<file path="src/rtl/uart_rx_pkg.sv">
// Shared types and default constants for the UART receive control slice.
package uart_rx_pkg;

  localparam int CLKS_PER_BIT_DEF = 10;
  localparam int NUM_BITS_DEF     = 9;

  typedef enum logic [2:0] {
    IDLE,
    START,
    SAMPLE,
    STOP_CHK,
    LOAD
  } rx_state_t;

endpackage

</file>
<file path="src/rtl/rx_bit_timer.sv">
// Bit-period timer: counts to a half- or full-bit terminal value and tallies
// terminal counts in bit_cnt.
module rx_bit_timer #(
  parameter int CLKS_PER_BIT = 10,
  parameter int NUM_BITS     = 9
) (
  input  logic                              clk,
  input  logic                              rst,
  input  logic                              clear,
  input  logic                              enable,
  input  logic                              half,
  output logic                              tc,
  output logic [$clog2(NUM_BITS+1)-1:0]     bit_cnt
);

  localparam int TW = $clog2(CLKS_PER_BIT);

  logic [TW-1:0] timer;
  logic [TW-1:0] term;

  // Half period centres sampling in the start bit; full period thereafter.
  assign term = half ? TW'(CLKS_PER_BIT/2 - 1) : TW'(CLKS_PER_BIT - 1);
  assign tc   = enable && (timer == term);

  always_ff @(posedge clk or posedge rst) begin
    if (rst) begin
      timer   <= '0;
      bit_cnt <= '0;
    end else if (clear) begin
      timer   <= '0;
      bit_cnt <= '0;
    end else if (enable) begin
      timer <= tc ? '0 : timer + 1'b1;
      if (tc) begin
        bit_cnt <= bit_cnt + 1'b1;
      end
    end
  end

endmodule

</file>
<file path="src/rtl/uart_rx_ctrl.sv">
// UART receive control: start-bit detection, bit timing, shift strobes,
// stop-bit check, buffer load and reader status flags.
module uart_rx_ctrl
  import uart_rx_pkg::*;
#(
  parameter int CLKS_PER_BIT = CLKS_PER_BIT_DEF,
  parameter int NUM_BITS     = NUM_BITS_DEF
) (
  input  logic clk,
  input  logic rst,
  input  logic serial_in,
  input  logic stop_bit,
  input  logic data_read,
  output logic shift_strobe,
  output logic load_buffer,
  output logic data_ready,
  output logic framing_error,
  output logic overrun_error,
  output logic busy
);

  localparam int CW = $clog2(NUM_BITS + 1);

  rx_state_t state, next_state;
  logic          prev_in;
  logic          fall;
  logic          timer_clear;
  logic          timer_en;
  logic          half;
  logic          tc;
  logic [CW-1:0] bit_cnt;

  rx_bit_timer #(
    .CLKS_PER_BIT (CLKS_PER_BIT),
    .NUM_BITS     (NUM_BITS)
  ) u_timer (
    .clk     (clk),
    .rst     (rst),
    .clear   (timer_clear),
    .enable  (timer_en),
    .half    (half),
    .tc      (tc),
    .bit_cnt (bit_cnt)
  );

  assign fall = prev_in && !serial_in;
  assign busy = (state != IDLE);

  always_ff @(posedge clk or posedge rst) begin
    if (rst) begin
      state   <= IDLE;
      prev_in <= 1'b1;
    end else begin
      state   <= next_state;
      prev_in <= serial_in;
    end
  end

  always_comb begin
    next_state   = state;
    timer_clear  = 1'b0;
    timer_en     = 1'b0;
    half         = 1'b0;
    shift_strobe = 1'b0;
    load_buffer  = 1'b0;
    case (state)
      IDLE: begin
        if (fall) begin
          next_state  = START;
          timer_clear = 1'b1;
        end
      end
      START: begin
        timer_en = 1'b1;
        half     = 1'b1;
        // A line that is high again at mid start bit was only a glitch.
        if (tc) begin
          if (!serial_in) begin
            next_state  = SAMPLE;
            timer_clear = 1'b1;
          end else begin
            next_state = IDLE;
          end
        end
      end
      SAMPLE: begin
        timer_en = 1'b1;
        if (tc) begin
          shift_strobe = 1'b1;
          if (bit_cnt == CW'(NUM_BITS - 1)) begin
            next_state = STOP_CHK;
          end
        end
      end
      STOP_CHK: begin
        next_state = stop_bit ? LOAD : IDLE;
      end
      LOAD: begin
        load_buffer = 1'b1;
        next_state  = IDLE;
      end
      default: next_state = IDLE;
    endcase
  end

  // A load in the same cycle as a read wins: the fresh byte stays ready.
  always_ff @(posedge clk or posedge rst) begin
    if (rst) begin
      data_ready    <= 1'b0;
      overrun_error <= 1'b0;
      framing_error <= 1'b0;
    end else begin
      if (state == LOAD) begin
        data_ready <= 1'b1;
        if (data_ready && !data_read) begin
          overrun_error <= 1'b1;
        end else if (data_read) begin
          overrun_error <= 1'b0;
        end
      end else if (data_read) begin
        data_ready    <= 1'b0;
        overrun_error <= 1'b0;
      end
      if (state == IDLE && fall) begin
        framing_error <= 1'b0;
      end else if (state == STOP_CHK && !stop_bit) begin
        framing_error <= 1'b1;
      end
    end
  end

endmodule

</file>
<file path="config.mk">
export PLATFORM = sky130hd
export DESIGN_NAME = uart_rx_ctrl
export DESIGN_NICKNAME = d
export VERILOG_FILES = /design/src/rtl/uart_rx_pkg.sv /design/src/rtl/rx_bit_timer.sv /design/src/rtl/uart_rx_ctrl.sv
export SDC_FILE = /design/constraint.sdc
export NUM_CORES = 1
export LEC_CHECK = 0
export CAP_MARGIN = 10
export CORE_MARGIN = 8
export CORE_UTILIZATION = 52
export CTS_CLUSTER_DIAMETER = 60
export DETAILED_ROUTE_END_ITERATION = 16
export MAX_ROUTING_LAYER = met4
export PLACE_DENSITY = 0.76
export SETUP_SLACK_MARGIN = 0.05
export SYNTH_ARGS = -nofsm -noshare
export SYNTH_HDL_FRONTEND = slang
export SYNTH_SLANG_ARGS = --single-unit
</file>
<file path="constraint.sdc">
create_clock -name clk -period 2.35 [get_ports clk]
set_clock_uncertainty 0.2 [all_clocks]
set_input_delay 0.235 -clock clk [delete_from_list [all_inputs] [get_ports clk]]
set_output_delay 0.235 -clock clk [all_outputs]
set_load 0.05 [all_outputs]
</file>
# Yosys cells after proc, flatten, opt, wreduce, memory -nomap -nowiden
# Cells that the tools add are included.
word_totals:
  register_bits: 15
  in_bits: 5
  word_cells: 66
  output_inout_bits: 6
op_classes:
  mux: 30
  reduce_logical: 17
  n_eq_ne: 10
  addsub: 2
op_table:
  columns: ["operator", "n"]
  rows:
  - ["4-bit two-way mux", 7]
  - ["1-bit two-way mux", 15]
  - ["3-bit two-way mux", 5]
  - ["3-bit one-hot mux with 4 select lines", 1]
  - ["4-bit by 1-bit adder with 4-bit output (second input constant)", 2]
  - ["2-bit nonzero test", 4]
  - ["3-bit by 2-bit equality test with 1-bit output (second input constant)", 2]
  - ["1-bit logical AND", 5]
  - ["4-bit equality test", 1]
  - ["4-bit equality test (second input constant)", 1]
  - ["2-bit by 1-bit != test with 1-bit output (second input constant)", 2]
  - ["2-bit != test (second input constant)", 2]
  - ["4-bit AND reduction", 1]
  - ["3-bit by 1-bit equality test with 1-bit output (second input constant)", 1]
  - ["3-bit equality test (second input constant)", 1]
  - ["1-bit logical NOT", 3]
  - ["3-bit logical NOT", 1]
  - ["3-bit nonzero test", 1]
  - ["2-bit two-way mux", 1]
  - ["1-bit one-hot mux with 2 select lines", 1]
  - ["2-bit AND reduction", 1]
  - ["2-bit OR reduction", 1]

# Depth between registers and ports, before layout
depth:
  depth_word: 9
  mapped_depth: 6
  depth_no_buf: 4

# Cells and area by module
# From an unflattened synthesis, not the netlist that was laid out.
unflattened:
  hier_cells: 83
  hier_area_um2: 868.3
modules_own_cells:
  columns: ["mod", "cells_per_inst", "seq_area_each_um2", "instances", "area_each_um2"]
  rows:
  - ["rx_bit_timer", 43, 200.2, 1, 451.7]
  - ["uart_rx_ctrl", 40, 176.4, 1, 416.6]

# Worst setup path before layout
# No wires, ideal clock.
synth_timing:
  path_type: "register to register"
  from: "reg u_timer.timer[3]"
  to: "reg state[0]"
  path_stages_with_launch: 5
  period_less_slack_ns: 2.939
  path_buffers: 0
  setup_ns: 0.070
  slack_ns: -0.589
  t_arrival_ns: 2.670
  t_required_ns: 2.080
  cell_sequence: "dfrtp_1 > or4b_4 > mux2_4 > nor3_1 > a31o_1"
synth_between:
  elab_chain_len: 4
  elab_cells_between_ends: 5
  classes_between: "eq/ne (3); reduce/logical (2)"
synth_lines:
  columns: ["element", "line_no", "text"]
  rows:
  - ["start, declared", "rx_bit_timer.sv:18", "logic [TW-1:0] timer;"]
  - ["start signal, assigned", "rx_bit_timer.sv:33", "timer <= tc ? '0 : timer + 1'b1;"]
  - ["4-bit equality test (*)", "rx_bit_timer.sv:23", "assign tc = enable && (timer == term);"]
  - ["1-bit logical AND (*)", "rx_bit_timer.sv:23", null]
  - ["2-bit by 1-bit != test with 1-bit output (no line)", null, null]
  - ["4-bit AND reduction (no line) (*)", null, null]
  - ["end signal, assigned", "uart_rx_ctrl.sv:54", "state <= next_state;"]
  - ["end, declared", "uart_rx_ctrl.sv:24", "rx_state_t state, next_state;"]
# Mark *: on every way between the ends. The rest lies on a longest branch, timed or not.
# A chain may end at the register's enable or synchronous reset.

# Worst setup path after layout
layout_timing:
  from: "reg u_timer.timer[3]"
  to: "out shift_strobe"
layout_between:
  elab_chain_len: 4
layout_lines:
  columns: ["element", "line_no", "text"]
  rows:
  - ["4-bit equality test", "rx_bit_timer.sv:23", null]
  - ["1-bit logical AND", "rx_bit_timer.sv:23", null]
  - ["1-bit two-way mux", "uart_rx_ctrl.sv:88", "if (tc) begin"]
  - ["1-bit two-way mux", "uart_rx_ctrl.sv:66", "case (state)"]
  - ["end, declared", "uart_rx_ctrl.sv:14", "output logic shift_strobe,"]
# No other way between the ends.

==> implementation parameters <==
Parameter                              Value

Timing
  Final setup vio count ... 1
  Slew Limit Fails ... 0
  RSZ-0062 raised after global routing ... yes
  Slew of the pin with the lowest slew margin ... 0.580 ns
  Worst-case hold slack ... 0.0887 ns
  Shortest period the worst path allows ... 2.40 ns
  Portion of the clock cycle consumed by the worst path in the final layout ... 1.02
  FMAX ... 0.416 GHz
  Worst slew slack as a fraction of its limit ... 0.613
  Worst setup margin ... -0.0532 ns
  Setup TNS after final layout ... -0.0532 ns
  Final Hold Viols ... 0

Floorplan
  Total Die Area ... 0.00315 mm^2
  Area of the placeable core ... 0.00151 mm^2
  Standard-cell rows ... 14
  Die Height ... approximately 56 um
  Initial core utilization ... 0.556
  Count of pins on the block boundary ... 11
  Floorplan die width ... about 56 um

Logic synthesis
  Most used flip-flop cell after synthesis ... sky130_fd_sc_hd__dfrtp_1
  Adder and majority gate portion of the synthesized area ... 0.0448
  FF+latch count, synth ... 15
  Synthesized Nets ... 94
  Share of synthesized flip-flops with an asynchronous set or reset ... 1.00
  Synth Warn # ... 0
  Portion of netlist area occupied by mux cells ... 0.0299
  Portion of the post-synthesis area used by sequential elements ... 0.450
  Most area-consuming cells after synthesis ... sky130_fd_sc_hd__dfrtp_1, sky130_fd_sc_hd__ha_1, sky130_fd_sc_hd__dfstp_2
  Compound-Gate Fraction of Synth Area ... 0.148
  Largest family of logic cells by synthesized area ... simple AND/OR/NAND/NOR gates
  Cell type with the largest total area after synthesis ... sky130_fd_sc_hd__dfrtp_1
  Area share of the leading cell type in the synthesized netlist ... 0.419
  Number of enable-type register cells in the synthesized netlist ... 0
  Count of different cell masters after synthesis ... 38
  Mean instance size in the synthesized netlist ... between 9 and 10 um^2
  Basic-gate share of the synthesized area counting and, or, nand and nor cells ... 0.278
  Top cells by instance count after synthesis ... sky130_fd_sc_hd__dfrtp_1, sky130_fd_sc_hd__nor2_1, sky130_fd_sc_hd__nand2_1
  Most numerous cell in the Yosys netlist ... sky130_fd_sc_hd__dfrtp_1
  Parity-gate share of the synthesized area counting xor and xnor cells ... 0.0105
  Synthesized instance count ... 86
  Post-Syn Area ... 837 um^2

Power and ir drop
  PwrDens ... 1040 mW/mm^2
  Standby leakage power ... around 0.47 nW
  Max rail drop VDD ... about 0.66 mV
  Power, Total ... 1.10 mW

GRT
  Initial antenna violation count ... 0
  Number of global-route vias before repair ... 714
  Overflow left after global routing ... 0
  All-Layer GR Usage ... 0.122
  Pin count of the biggest net entering global routing ... 16
  Global-route wire length before repair ... 3140 um

Min path
  Worst hold path type ... in -> async

Drt
  Routed Antenna Nets ... 0
  DRC ... 0
  Routed via count ... 720
  Number of violations reported at the end of detailed-routing iteration 0 ... 10
  Wire length per cell after detailed routing ... around 15 um
  Sum of routed wire length over all layers ... 1750 um
  Total iterations of the first detailed-routing run ... 4
  Routed vias/inst ... 6.00

Job
  Max-capacitance violation count ... 0

Setup path
  Kind of capture point of the worst setup path ... output port
  Required time of the critical path ... 1.91 ns
  Crit path DAT ... 1.97 ns
  Type of element launching the critical path ... flop
  Type of the worst setup path ... reg -> out
  Crit path max fanout ... 5

CTS
  Number of clock buffers inserted by TritonCTS ... 3
  CTS tree ... built
  Clock transition at the registers of the reported paths ... 0.09 ns
  Sinks on Clock Net ... 15
  Clock latency on the worst-skew pair ... 0.29 ns
  Clk Tree Root Cell ... sky130_fd_sc_hd__clkbuf_4
  Maximum clock path buffer count ... 2
  Max H-tree Level ... 1

Final layout
  Antenna cell count ... 0
  Nets@finish ... between 100 and 150
  Fin util ... 0.696
  Fill count ... 127
  Area growth from synthesis to layout ... 25.3%
  Ratio of cells with drive above 1 in the final layout ... 0.202

Placed design
  Input/output buffers ... 10
  Worst setup slack after placement ... 0.0977 ns
  Placer's final routability congestion estimate ... 0.789
  Estimated wirelength of the detail-placed design ... 1250 um

Status
  Violations in the final reports ... negative setup slack
  Status ... finished, violations left
metal layers:
layer | global-route usage | vias up | routed length [um]
li1 | - | 352 | -
met1 | 0.148 | 351 | 818
met2 | 0.185 | 12 | 804
met3 | 0.0320 | 5 | 88
met4 | 0.0515 | 0 | 36
met5 | - | - | 0
registers in the layout, summed over array words and instances (netlist names):
| name | cells |
|---|---|
| state | 3 |
| u_timer.timer | 4 |
| framing_error | 1 |
| data_ready | 1 |
| u_timer.bit_cnt | 4 |
| overrun_error | 1 |
| prev_in | 1 |
worst max-delay path, stage by stage, from the launching register on:
cell	delay, ns
sky130_fd_sc_hd__dfrtp_1	0.43
sky130_fd_sc_hd__or4b_4	0.56
sky130_fd_sc_hd__mux2_4	0.30
sky130_fd_sc_hd__nor3_4	0.22
sky130_fd_sc_hd__buf_12	0.17
cells by family after synthesis:
logic type | Yosys count
muxes | 2
xor gates and xnor gates | 1
and+or+nand+nor | 38
buffers and inverters | 8
AOI/OAI and AO/OA | 19
DFF | 15
adders and majority gates | 3
stage by stage:
step | cell area (um^2) | cells
after floorplan | 853 | 86
after CTS | 1040 | 119
after detailed placement | 982 | 111
final | 1050 | 120
after global routing | 1050 | 120
after global placement | 982 | 111
layout make-up:
| class | count | area [um^2] | share of cell area |
|---|---|---|---|
| inverters | 5 | 18.8 | 0.0179 |
| flip-flops and latches | 15 | 379 | 0.362 |
| multi-input cells | 63 | 444 | 0.424 |
| well taps | 16 | 20.0 | 0.0191 |
| repair buffers | 17 | 159 | 0.152 |
| clock inverters | 1 | 5.00 | 0.00477 |
| clock buffers | 3 | 22.5 | 0.0215 |
power by group:
| group | internal [mW] | switching, mW | total (mW) |
|---|---|---|---|
| combinational | 0.230 | 0.313 | 0.543 |
| clock | 0.0634 | 0.0868 | 0.150 |
| sequential | 0.333 | 0.0685 | 0.402 |
| total | 0.627 | 0.468 | 1.10 |
layout by cell type (no fill, tap or decap), drive strengths merged, types with 4 or more instances in the layout:
cell type	synthesis	final
o21ai	5	5
nand2	6	6
buf	2	9
or4b	4	4
inv	5	5
clkdlybuf4s50	0	7
dfrtp	14	14
a21boi	4	4
nor2	7	7
what timing repair did:
item	4_1_cts	5_1_grt
pin swaps	3	3
buffers inserted	4	1
hold endpoints to repair	0	0
endpoints found under the setup margin	2	3
gates resized for setup	2	1
gates cloned	0	0
hold buffers	0	0
path summary, 6_finish.rpt:
path                            cells past startpoint                             end  slack, ns                          from
worst max-delay path                                4                    shift_strobe      -0.05  u_timer.timer[3]$_DFFE_PP0P_
worst min-delay path                                2  u_timer.bit_cnt[2]$_DFFE_PP0P_       0.09                           rst
worst max register to register                      5  u_timer.bit_cnt[3]$_DFFE_PP0P_       0.05  u_timer.timer[3]$_DFFE_PP0P_
worst min register to register                      2       framing_error$_DFFE_PP0P_       0.31     framing_error$_DFFE_PP0P_
max in group asynchronous                           2    u_timer.timer[0]$_DFFE_PP0P_       1.44                           rst
min in group clk                                    1               prev_in$_DFF_PP1_       0.23                     serial_in
Power figures use the tool's default switching activity.
